`config.mk`:
```
export PLATFORM = sky130hd
export DESIGN_NAME = regfile_wb_sb_flat
export DESIGN_NICKNAME = d
export VERILOG_FILES = /design/src/rtl/rf_pkg.sv /design/src/rtl/regfile_wb_sb_if.sv /design/src/rtl/rf_scoreboard.sv /design/src/rtl/regfile_wb_sb.sv /design/src/flat_wrapper.sv
export SDC_FILE = /design/constraint.sdc
export NUM_CORES = 1
export LEC_CHECK = 0
export ABC_CLOCK_PERIOD_IN_PS = 4000
export CORE_ASPECT_RATIO = 2
export CORE_MARGIN = 3
export CORE_UTILIZATION = 45
export CTS_CLUSTER_DIAMETER = 150
export DETAILED_ROUTE_END_ITERATION = 7
export HOLD_SLACK_MARGIN = 0.03
export PLACE_DENSITY_LB_ADDON = 0.1
export SYNTH_ARGS = -nofsm -noshare
export SYNTH_HDL_FRONTEND = slang
export SYNTH_SLANG_ARGS = --single-unit
```
`constraint.sdc`:
```
create_clock -name clk -period 4 [get_ports clk]
set_input_delay 0.8 -clock clk [delete_from_list [all_inputs] [get_ports clk]]
set_output_delay 0.8 -clock clk [all_outputs]
set_load 0.02 [all_outputs]
```
`src/rtl/rf_pkg.sv`:
```
// -----------------------------------------------------------------------------
// rf_pkg
// Shared types and default sizing for the write-back register file slice.
// Holds the write-back source encoding used by both the top and the bench.
// -----------------------------------------------------------------------------
package rf_pkg;

   // Write-back source select; WB_RSVD writes the ALU value and flags an error
   typedef enum logic [1:0] {
      WB_ALU  = 2'd0,
      WB_IMM  = 2'd1,
      WB_LINK = 2'd2,
      WB_RSVD = 2'd3
   } wb_src_t;

   localparam int DEF_DATA_W   = 16;
   localparam int DEF_NUM_REGS = 8;
   localparam int DEF_PC_INC   = 2;

endpackage

```
`src/rtl/regfile_wb_sb_if.sv`:
```
// -----------------------------------------------------------------------------
// regfile_wb_sb_if
// Bundles the decode-side read/issue signals and the write-back bus of the
// register file.
//   master : decode + write-back stage (drives selects, issue and wb fields)
//   slave  : register file (returns read data, stall and err)
// Read data and stall are combinational; err is registered.
// -----------------------------------------------------------------------------
interface regfile_wb_sb_if #(
   parameter int DATA_W = 16,
   parameter int ADDR_W = 3
);

   // read ports
   logic [ADDR_W-1:0] rd1_sel;
   logic [ADDR_W-1:0] rd2_sel;
   logic [DATA_W-1:0] rd1_data;
   logic [DATA_W-1:0] rd2_data;

   // issue side
   logic              iss_valid;
   logic              iss_use1;
   logic              iss_use2;
   logic              iss_wr;
   logic              iss_link;
   logic [ADDR_W-1:0] iss_dst;
   logic              stall;

   // write-back side
   logic              wb_valid;
   logic [1:0]        wb_src;
   logic [ADDR_W-1:0] wb_dst;
   logic [DATA_W-1:0] wb_alu;
   logic [DATA_W-1:0] wb_imm;
   logic [DATA_W-1:0] wb_pc;
   logic              err;

   modport master (
      output rd1_sel, rd2_sel,
      output iss_valid, iss_use1, iss_use2, iss_wr, iss_link, iss_dst,
      output wb_valid, wb_src, wb_dst, wb_alu, wb_imm, wb_pc,
      input  rd1_data, rd2_data, stall, err
   );

   modport slave (
      input  rd1_sel, rd2_sel,
      input  iss_valid, iss_use1, iss_use2, iss_wr, iss_link, iss_dst,
      input  wb_valid, wb_src, wb_dst, wb_alu, wb_imm, wb_pc,
      output rd1_data, rd2_data, stall, err
   );

endinterface

```
`src/rtl/rf_scoreboard.sv`:
```
// -----------------------------------------------------------------------------
// rf_scoreboard
// Per-register busy tracking for RAW/WAW issue hazards.
//   clk, rst          : clock, synchronous active-high reset
//   iss_valid/use1/use2/wr, idst : issue request, idst already link-resolved
//   rd1_sel, rd2_sel  : source indices of the issuing instruction
//   wb_valid, wdst    : write-back strobe, wdst already link-resolved
//   wb_rsvd           : write-back used the reserved source encoding
//   stall             : combinational issue block
//   err               : registered one-cycle pulse on an unclaimed or
//                       reserved-source write-back
// -----------------------------------------------------------------------------
module rf_scoreboard #(
   parameter  int NUM_REGS = 8,
   localparam int ADDR_W   = $clog2(NUM_REGS)
) (
   input  logic              clk,
   input  logic              rst,
   input  logic              iss_valid,
   input  logic              iss_use1,
   input  logic              iss_use2,
   input  logic              iss_wr,
   input  logic [ADDR_W-1:0] idst,
   input  logic [ADDR_W-1:0] rd1_sel,
   input  logic [ADDR_W-1:0] rd2_sel,
   input  logic              wb_valid,
   input  logic [ADDR_W-1:0] wdst,
   input  logic              wb_rsvd,
   output logic              stall,
   output logic              err
);

   logic [NUM_REGS-1:0] busy;
   logic [NUM_REGS-1:0] clr_mask;
   logic [NUM_REGS-1:0] set_mask;
   logic [NUM_REGS-1:0] busy_eff;
   logic                err_nxt;

   always_comb begin
      clr_mask = '0;
      set_mask = '0;
      if (wb_valid)
         clr_mask = NUM_REGS'(1) << wdst;
      // A write-back this cycle releases its register for this cycle's
      // hazard check, so a retry can issue alongside the producing write.
      busy_eff = busy & ~clr_mask;
      stall    = iss_valid & ((iss_use1 & busy_eff[rd1_sel]) |
                              (iss_use2 & busy_eff[rd2_sel]) |
                              (iss_wr   & busy_eff[idst]));
      if (iss_valid && iss_wr && !stall)
         set_mask = NUM_REGS'(1) << idst;
      // Old busy is used here: a claim issued this cycle does not cover
      // a write-back that lands in the same cycle.
      err_nxt  = wb_valid & (~busy[wdst] | wb_rsvd);
   end

   always_ff @(posedge clk) begin
      if (rst) begin
         busy <= '0;
         err  <= 1'b0;
      end else begin
         // set applied after clear so a new claim survives a same-cycle release
         busy <= busy_eff | set_mask;
         err  <= err_nxt;
      end
   end

endmodule

```
`src/rtl/regfile_wb_sb.sv`:
```
// -----------------------------------------------------------------------------
// regfile_wb_sb
// Register file with write-back source selection, same-cycle write-through
// bypass and a busy scoreboard for issue stalls.
//   clk  : clock, all state on the rising edge
//   rst  : synchronous active-high reset (registers, busy bits, err -> 0)
//   bus  : regfile_wb_sb_if.slave
//          rd1/rd2 sel->data (combinational, bypassed from write-back)
//          iss_* request -> stall (combinational)
//          wb_* write-back (commits at the edge) -> err (registered pulse)
// -----------------------------------------------------------------------------
module regfile_wb_sb
   import rf_pkg::*;
#(
   parameter  int DATA_W   = DEF_DATA_W,
   parameter  int NUM_REGS = DEF_NUM_REGS,
   parameter  int LINK_REG = NUM_REGS - 1,
   parameter  int PC_INC   = DEF_PC_INC,
   localparam int ADDR_W   = $clog2(NUM_REGS)
) (
   input  logic           clk,
   input  logic           rst,
   regfile_wb_sb_if.slave bus
);

   localparam logic [ADDR_W-1:0] LINK_IDX = ADDR_W'(LINK_REG);

   logic [DATA_W-1:0] regs [NUM_REGS];
   logic [DATA_W-1:0] wdata;
   logic [DATA_W-1:0] link_data;
   logic [ADDR_W-1:0] wdst;
   logic [ADDR_W-1:0] idst;
   logic              wb_rsvd;
   wb_src_t           src;

   always_comb begin
      src       = wb_src_t'(bus.wb_src);
      wb_rsvd   = (src == WB_RSVD);
      // adder wraps at DATA_W, so a PC at the top of memory links low
      link_data = bus.wb_pc + DATA_W'(PC_INC);
      wdst      = (src == WB_LINK) ? LINK_IDX : bus.wb_dst;
      idst      = bus.iss_link ? LINK_IDX : bus.iss_dst;
      case (src)
         WB_ALU:  wdata = bus.wb_alu;
         WB_IMM:  wdata = bus.wb_imm;
         WB_LINK: wdata = link_data;
         WB_RSVD: wdata = bus.wb_alu;
         default: wdata = bus.wb_alu;
      endcase
   end

   // write-through bypass: a reader sees the value landing this cycle
   always_comb begin
      bus.rd1_data = regs[bus.rd1_sel];
      bus.rd2_data = regs[bus.rd2_sel];
      if (bus.wb_valid && (bus.rd1_sel == wdst))
         bus.rd1_data = wdata;
      if (bus.wb_valid && (bus.rd2_sel == wdst))
         bus.rd2_data = wdata;
   end

   always_ff @(posedge clk) begin
      if (rst) begin
         for (int i = 0; i < NUM_REGS; i++)
            regs[i] <= '0;
      end else if (bus.wb_valid) begin
         regs[wdst] <= wdata;
      end
   end

   rf_scoreboard #(
      .NUM_REGS (NUM_REGS)
   ) u_sb (
      .clk       (clk),
      .rst       (rst),
      .iss_valid (bus.iss_valid),
      .iss_use1  (bus.iss_use1),
      .iss_use2  (bus.iss_use2),
      .iss_wr    (bus.iss_wr),
      .idst      (idst),
      .rd1_sel   (bus.rd1_sel),
      .rd2_sel   (bus.rd2_sel),
      .wb_valid  (bus.wb_valid),
      .wdst      (wdst),
      .wb_rsvd   (wb_rsvd),
      .stall     (bus.stall),
      .err       (bus.err)
   );

endmodule

```
`src/flat_wrapper.sv`:
```
// flat-port wrapper written by rule: the top's interface ports become plain ports
module regfile_wb_sb_flat import rf_pkg::*;
#(
   parameter  int DATA_W   = DEF_DATA_W,
   parameter  int NUM_REGS = DEF_NUM_REGS,
   parameter  int LINK_REG = NUM_REGS - 1,
   parameter  int PC_INC   = DEF_PC_INC,
   localparam int ADDR_W   = $clog2(NUM_REGS)
)
  (clk, rst, bus_rd1_sel, bus_rd2_sel, bus_iss_valid, bus_iss_use1, bus_iss_use2, bus_iss_wr, bus_iss_link, bus_iss_dst, bus_wb_valid, bus_wb_src, bus_wb_dst, bus_wb_alu, bus_wb_imm, bus_wb_pc, bus_rd1_data, bus_rd2_data, bus_stall, bus_err);
  regfile_wb_sb_if #(.DATA_W(DATA_W), .ADDR_W((3))) bus_i ();
  input  logic clk;
  input  logic rst;
  input wire logic [$bits(bus_i.rd1_sel)-1:0] bus_rd1_sel;
  input wire logic [$bits(bus_i.rd2_sel)-1:0] bus_rd2_sel;
  input wire logic [$bits(bus_i.iss_valid)-1:0] bus_iss_valid;
  input wire logic [$bits(bus_i.iss_use1)-1:0] bus_iss_use1;
  input wire logic [$bits(bus_i.iss_use2)-1:0] bus_iss_use2;
  input wire logic [$bits(bus_i.iss_wr)-1:0] bus_iss_wr;
  input wire logic [$bits(bus_i.iss_link)-1:0] bus_iss_link;
  input wire logic [$bits(bus_i.iss_dst)-1:0] bus_iss_dst;
  input wire logic [$bits(bus_i.wb_valid)-1:0] bus_wb_valid;
  input wire logic [$bits(bus_i.wb_src)-1:0] bus_wb_src;
  input wire logic [$bits(bus_i.wb_dst)-1:0] bus_wb_dst;
  input wire logic [$bits(bus_i.wb_alu)-1:0] bus_wb_alu;
  input wire logic [$bits(bus_i.wb_imm)-1:0] bus_wb_imm;
  input wire logic [$bits(bus_i.wb_pc)-1:0] bus_wb_pc;
  output wire logic [$bits(bus_i.rd1_data)-1:0] bus_rd1_data;
  output wire logic [$bits(bus_i.rd2_data)-1:0] bus_rd2_data;
  output wire logic [$bits(bus_i.stall)-1:0] bus_stall;
  output wire logic [$bits(bus_i.err)-1:0] bus_err;
  assign bus_i.rd1_sel = bus_rd1_sel;
  assign bus_i.rd2_sel = bus_rd2_sel;
  assign bus_i.iss_valid = bus_iss_valid;
  assign bus_i.iss_use1 = bus_iss_use1;
  assign bus_i.iss_use2 = bus_iss_use2;
  assign bus_i.iss_wr = bus_iss_wr;
  assign bus_i.iss_link = bus_iss_link;
  assign bus_i.iss_dst = bus_iss_dst;
  assign bus_i.wb_valid = bus_wb_valid;
  assign bus_i.wb_src = bus_wb_src;
  assign bus_i.wb_dst = bus_wb_dst;
  assign bus_i.wb_alu = bus_wb_alu;
  assign bus_i.wb_imm = bus_wb_imm;
  assign bus_i.wb_pc = bus_wb_pc;
  assign bus_rd1_data = bus_i.rd1_data;
  assign bus_rd2_data = bus_i.rd2_data;
  assign bus_stall = bus_i.stall;
  assign bus_err = bus_i.err;
  regfile_wb_sb #(.DATA_W(DATA_W), .NUM_REGS(NUM_REGS), .LINK_REG(LINK_REG), .PC_INC(PC_INC)) u_core (.clk(clk), .rst(rst), .bus(bus_i));
endmodule
```
After elaboration in Yosys (flattened, before gate mapping)
Memory sizes are Yosys's and may differ from the RTL's. Cells that the tools add are included. W data, S select, Z words.

Register bits after elaboration: 9. Memory bits (writable): 128. Bits of input ports: 70. Memories: 1.

Memory list: u_core.regs (depth 8, bits a word 16, rd ports 2, clocked after memory_dff 0, write ports 8, RTL line regfile_wb_sb.sv:28) `logic [DATA_W-1:0] regs [NUM_REGS];`.

Add/sub/neg operators: 1. Magnitude comparators: 4. Equal/unequal tests: 5. Shift operators: 2. Muxes and demuxes: 23. Bitwise operators: 12. Reductions and logical operators: 8.

Operators with widths (count): $mux W16 (3); $pmux W16 S3 (1); $add A16 B2 Y16 const B (1); $lt A3 B4 Y1 const B (4); $mux W8 (2); $reduce_or A16 Y1 (1); $shl A1 B3 Y8 const A (2); $bmux W1 S3 (4); $mux W1 (10); $mux W3 (3); $and A8 B8 Y8 (1); $not A8 Y8 (1); $or A8 B8 Y8 (1); $eq A3 B3 Y1 (2); $and A1 B1 Y1 (5); $eq A2 B2 Y1 const B (2); $logic_and A1 B1 Y1 (4); $or A1 B1 Y1 (3); $eq A2 B1 Y1 const B (1); $logic_not A2 Y1 (1); $reduce_or A2 Y1 (1); $logic_not A1 Y1 (1); $not A1 Y1 (1).

Logic depth before layout (Yosys ltp)
Depth after elaboration: 16. Mapped depth: 10. Mapped depth without buffers: 8.

Cells and area by module
Synthesis repeated with hierarchy kept, for this count alone.

Cell total of the unflattened synthesis: 695. Area, all modules: 8878.5 µm².

By module, submodules not included: regfile_wb_sb (times used 1, cells an instance 602, area each 7936.4 µm², seq. area each 3843.7 µm²); rf_scoreboard (times used 1, cells an instance 93, area each 942.2 µm², seq. area each 180.2 µm²).

Worst setup path before layout
No wires, ideal clock.

Path type: input-to-output. Start point: input port bus_wb_src[0]. End point: output port bus_rd1_data[10]. Data arrival time: 2896 ps. Path slack: 304 ps. Stages: 10. Path through: inv_1 -> ha_1 -> clkbuf_1 -> nor3_1 -> a21o_1 -> a22o_1 -> a21oi_1 -> nor3_2 -> buf_4 -> mux2i_1.

Longest elaborated chain between the ends: 5.

RTL lines: start, declared (RTL line flat_wrapper.sv:23) `input wire logic [$bits(bus_i.wb_src)-1:0] bus_wb_src;`; $eq A2 B2 Y1 (RTL line regfile_wb_sb.sv:41, regfile_wb_sb.sv:43); $mux W3 (RTL line regfile_wb_sb.sv:41) `wdst = (src == WB_LINK) ? LINK_IDX : bus.wb_dst;`; $eq A3 B3 Y1 (RTL line regfile_wb_sb.sv:56) `if (bus.wb_valid && (bus.rd1_sel == wdst))`; $logic_and A1 B1 Y1 (RTL line regfile_wb_sb.sv:56); $mux W16 (*) (RTL line regfile_wb_sb.sv:56); end, declared (RTL line flat_wrapper.sv:28) `output wire logic [$bits(bus_i.rd1_data)-1:0] bus_rd1_data;`.

Every way passes the cells marked *; elsewhere a longest branch is shown, timed or not.

Final worst setup path
Start point: input port bus_wb_src[1]. End point: output port bus_rd1_data[10].

The elaborated chain is that of the path after synthesis.

==> run summary <==
Fin Setup TNS -> 0 ns
Clock Tree Root -> clkbuf_16
PD cells -> 388 nW/um2
DRC viols -> 0
post-synth top area share -> 0.469
die extent in y -> 197 um
WL/cell -> 26.1 um
Max Buffers Root-to-Sink -> 2
cell count after synthesis -> 636
Initial Util -> 0.461
I/O pins -> 104
Req. time, crit path -> 3.20 ns
combinational share of power -> 0.221
DRT iter0 DRCs -> 624
Synth area leaders -> edfxtp_1 (47%), mux4_2 (19%), mux2i_1 (7.8%), nor2_1 (6.2%), dfxtp_1 (2.2%)
Ant. Diodes -> 0
antenna-violating nets left -> 0
Commonest cells post-synth -> nor2_1 (136), edfxtp_1 (128), mux4_2 (68)
Vias -> 6464
RSZ-0062 raised after global routing -> no
final slew viol count -> 0
final wirelength -> 27400 um
relative slew slack -> 0.315
port buffer count -> 103
FP Rows -> 69
clock share of power -> 0.371
P_leak -> 0.00412 uW
worst setup margin -> 0.113 ns
CTS buffer count -> 17
largest net degree at the start of global routing -> 22
critical path class -> primary input to output port
post-route cell area -> 10800 um2
CP startpoint kind -> primary input
post-synthesis cell type count -> 60
most common cell in the netlist -> nor2_1
Min Clock Period, post-route -> 3.89 ns
proportion of layout cells with a drive suffix above 1 -> 0.301
layout net count -> 896
first-pass GRT wire length -> 39900 um
Syn Area/Cell -> 12.9 um2
routed vias/inst -> 6.17
initial antenna violation count -> 0
Max Fanout on Critical Path -> 9
Placer Congestion -> 0.901
fmax -> 257 MHz
die width -> 101 um
cell area after synthesis -> 8190 um2
arrival time worst endpoint -> 3.09 ns
Final Hold Fails -> 0
Clock Pin Slew Worst Setup and Hold Paths -> 0.06 ns
flops & latches, synth -> 137
status -> complete, no violations
Slew @ Worst Pin -> 1.02 ns
placed cell area -> 10200 um2
drt first pass iters -> 7
internal power -> 3070 uW
DP HPWL -> 19600 um
YS warnings -> 0
maximum vdd ir drop -> 0.000284 V
period utilization -> 0.972
share of the yosys chip area belonging to registers -> 0.491
Max Cap Viol -> 0
CTS sink count -> 137
Most used DFF post-synth -> edfxtp_1
area grow syn2layout -> 31.8%
GRT Overall Usage -> 0.277
CP Capture Type -> output port
post-route clock skew -> 0.00574 ns
Mapped Nets -> 710
level count of the clock H-tree -> 4
Synth area leader -> edfxtp_1
vias in the first global route -> 7070
DP Worst Slack -> -0.555 ns
Sw Pwr -> 1120 uW
GRT Residual Overflow -> 0
final setup vio count -> 0
Net Sw Frac -> 0.267
EDFF count, synth -> 128
Die Area -> 20000 um2
Flop pwr share -> 0.408
CTS Hold Bufs -> 0
Core ar. -> 17800 um2
FFs w/ async S/R, synth -> 0
Worst-Skew Late Latency -> 0.42 ns
CTS tree -> done
worst hold path type -> register to register
-- layout make-up --
class	instances	area [um2]
repair buffers	212	1900
fillers	1458	6980
clock buffers	17	425
multi-input cells	443	3980
clock inverters	15	159
flip-flops and latches	137	4020
well taps	213	267
inverters	11	41.3
-- flip-flops by register name (all words and copies together), names as in the netlist --
| name | flops |
|---|---|
| u_core.u_sb.busy | 8 |
| u_core.regs | 128 |
| u_core.u_sb.err | 1 |
-- cells in the final DEF, fill, tap and decap left out, drive strengths merged, types with 2 or more instances in the layout --
cell,count
mux2i,64
clkinvlp,4
nand2,21
nor4,2
or2,2
o21ai,30
a221oi,3
xnor2,9
dlygate4sd2,11
edfxtp,128
dlymetal6s2s,5
nor2,136
and3,3
a211oi,2
a21oi,4
a221o,14
nand3,11
a21boi,2
nor2b,6
a31oi,4
o32ai,7
o22ai,2
inv,11
clkdlybuf4s50,67
mux4,68
or3,2
ha,4
nand4,4
dfxtp,9
nand2b,6
buf,127
clkbuf,18
nor3,8
clkinv,8
nor3b,3
bufinv,3
xor2,8
-- timing repair --
item,CTS,global route
resized for setup,72,41
gates cloned,0,1
buffers inserted,0,1
pin swaps,0,1
setup endpoints to repair,32,21
-- metrics by stage --
stage / util / hold slack [ns] / std cells / total power (uW)
3_5_place_dp: 0.572 / 0.648 / 1014 / 2680
2_1_floorplan: - / 0.488 / 636 / 2200
3_3_place_gp: 0.572 / 0.668 / 1014 / 2660
6_report: 0.607 / 0.659 / 1048 / 4190
4_1_cts: 0.605 / 0.664 / 1046 / 4200
5_1_grt: 0.607 / 0.689 / 1048 / 4320
-- cells by family (layout without fill, tap and decap cells) --
kind of cell,count (synthesis),after routing,synth area share
AOI/OAI and AO/OA,82,82,0.0803
xor gates and xnor gates,17,17,0.0182
adders and majority gates,4,4,0.00611
buffers and inverters,56,255,0.0290
DFF,137,137,0.491
muxes,132,132,0.265
and+or+nand+nor,208,208,0.110
-- final timing paths --
kind / from / endpoint / slack, ns / depth (start not counted)
max: bus_wb_src[1] / bus_rd1_data[10] / 0.11 / 12
max reg2reg: u_core.u_sb.busy[7] / u_core.u_sb.busy[5] / 1.96 / 6
min: u_core.u_sb.busy[2] / u_core.u_sb.busy[2] / 0.66 / 3
min reg2reg: u_core.u_sb.busy[2] / u_core.u_sb.busy[2] / 0.66 / 3
-- metal layers --
metal / track usage / part of all wire / routed length, um
met2: 0.521 / 0.57 / 15500
met5: 0 / 0 / 0
met4: 0.157 / 0.055 / 1520
met3: 0.0478 / 0.062 / 1710
met1: 0.277 / 0.32 / 8660
-- worst max-delay path: stages --
cell and delay (ns):
clkdlybuf4s50_1 0.53, ha_4 0.21, buf_4 0.17, nor3_2 0.05, a21o_1 0.15, a22o_1 0.18, a21oi_1 0.24, nor3_4 0.08
buf_6 0.14, clkbuf_16 0.17, mux2i_1 0.18, buf_4 0.17
-- power groups by stage --
stage	sequential [uW]	clock, uW	combinational, uW
final	1710	1560	928
after global routing	1720	1630	980
after CTS	1710	1570	922
after detailed placement	1740	0	942
after global placement	1720	0	935
after floorplan	1720	0	480
Note: power is estimated with default switching activity, not from simulation.
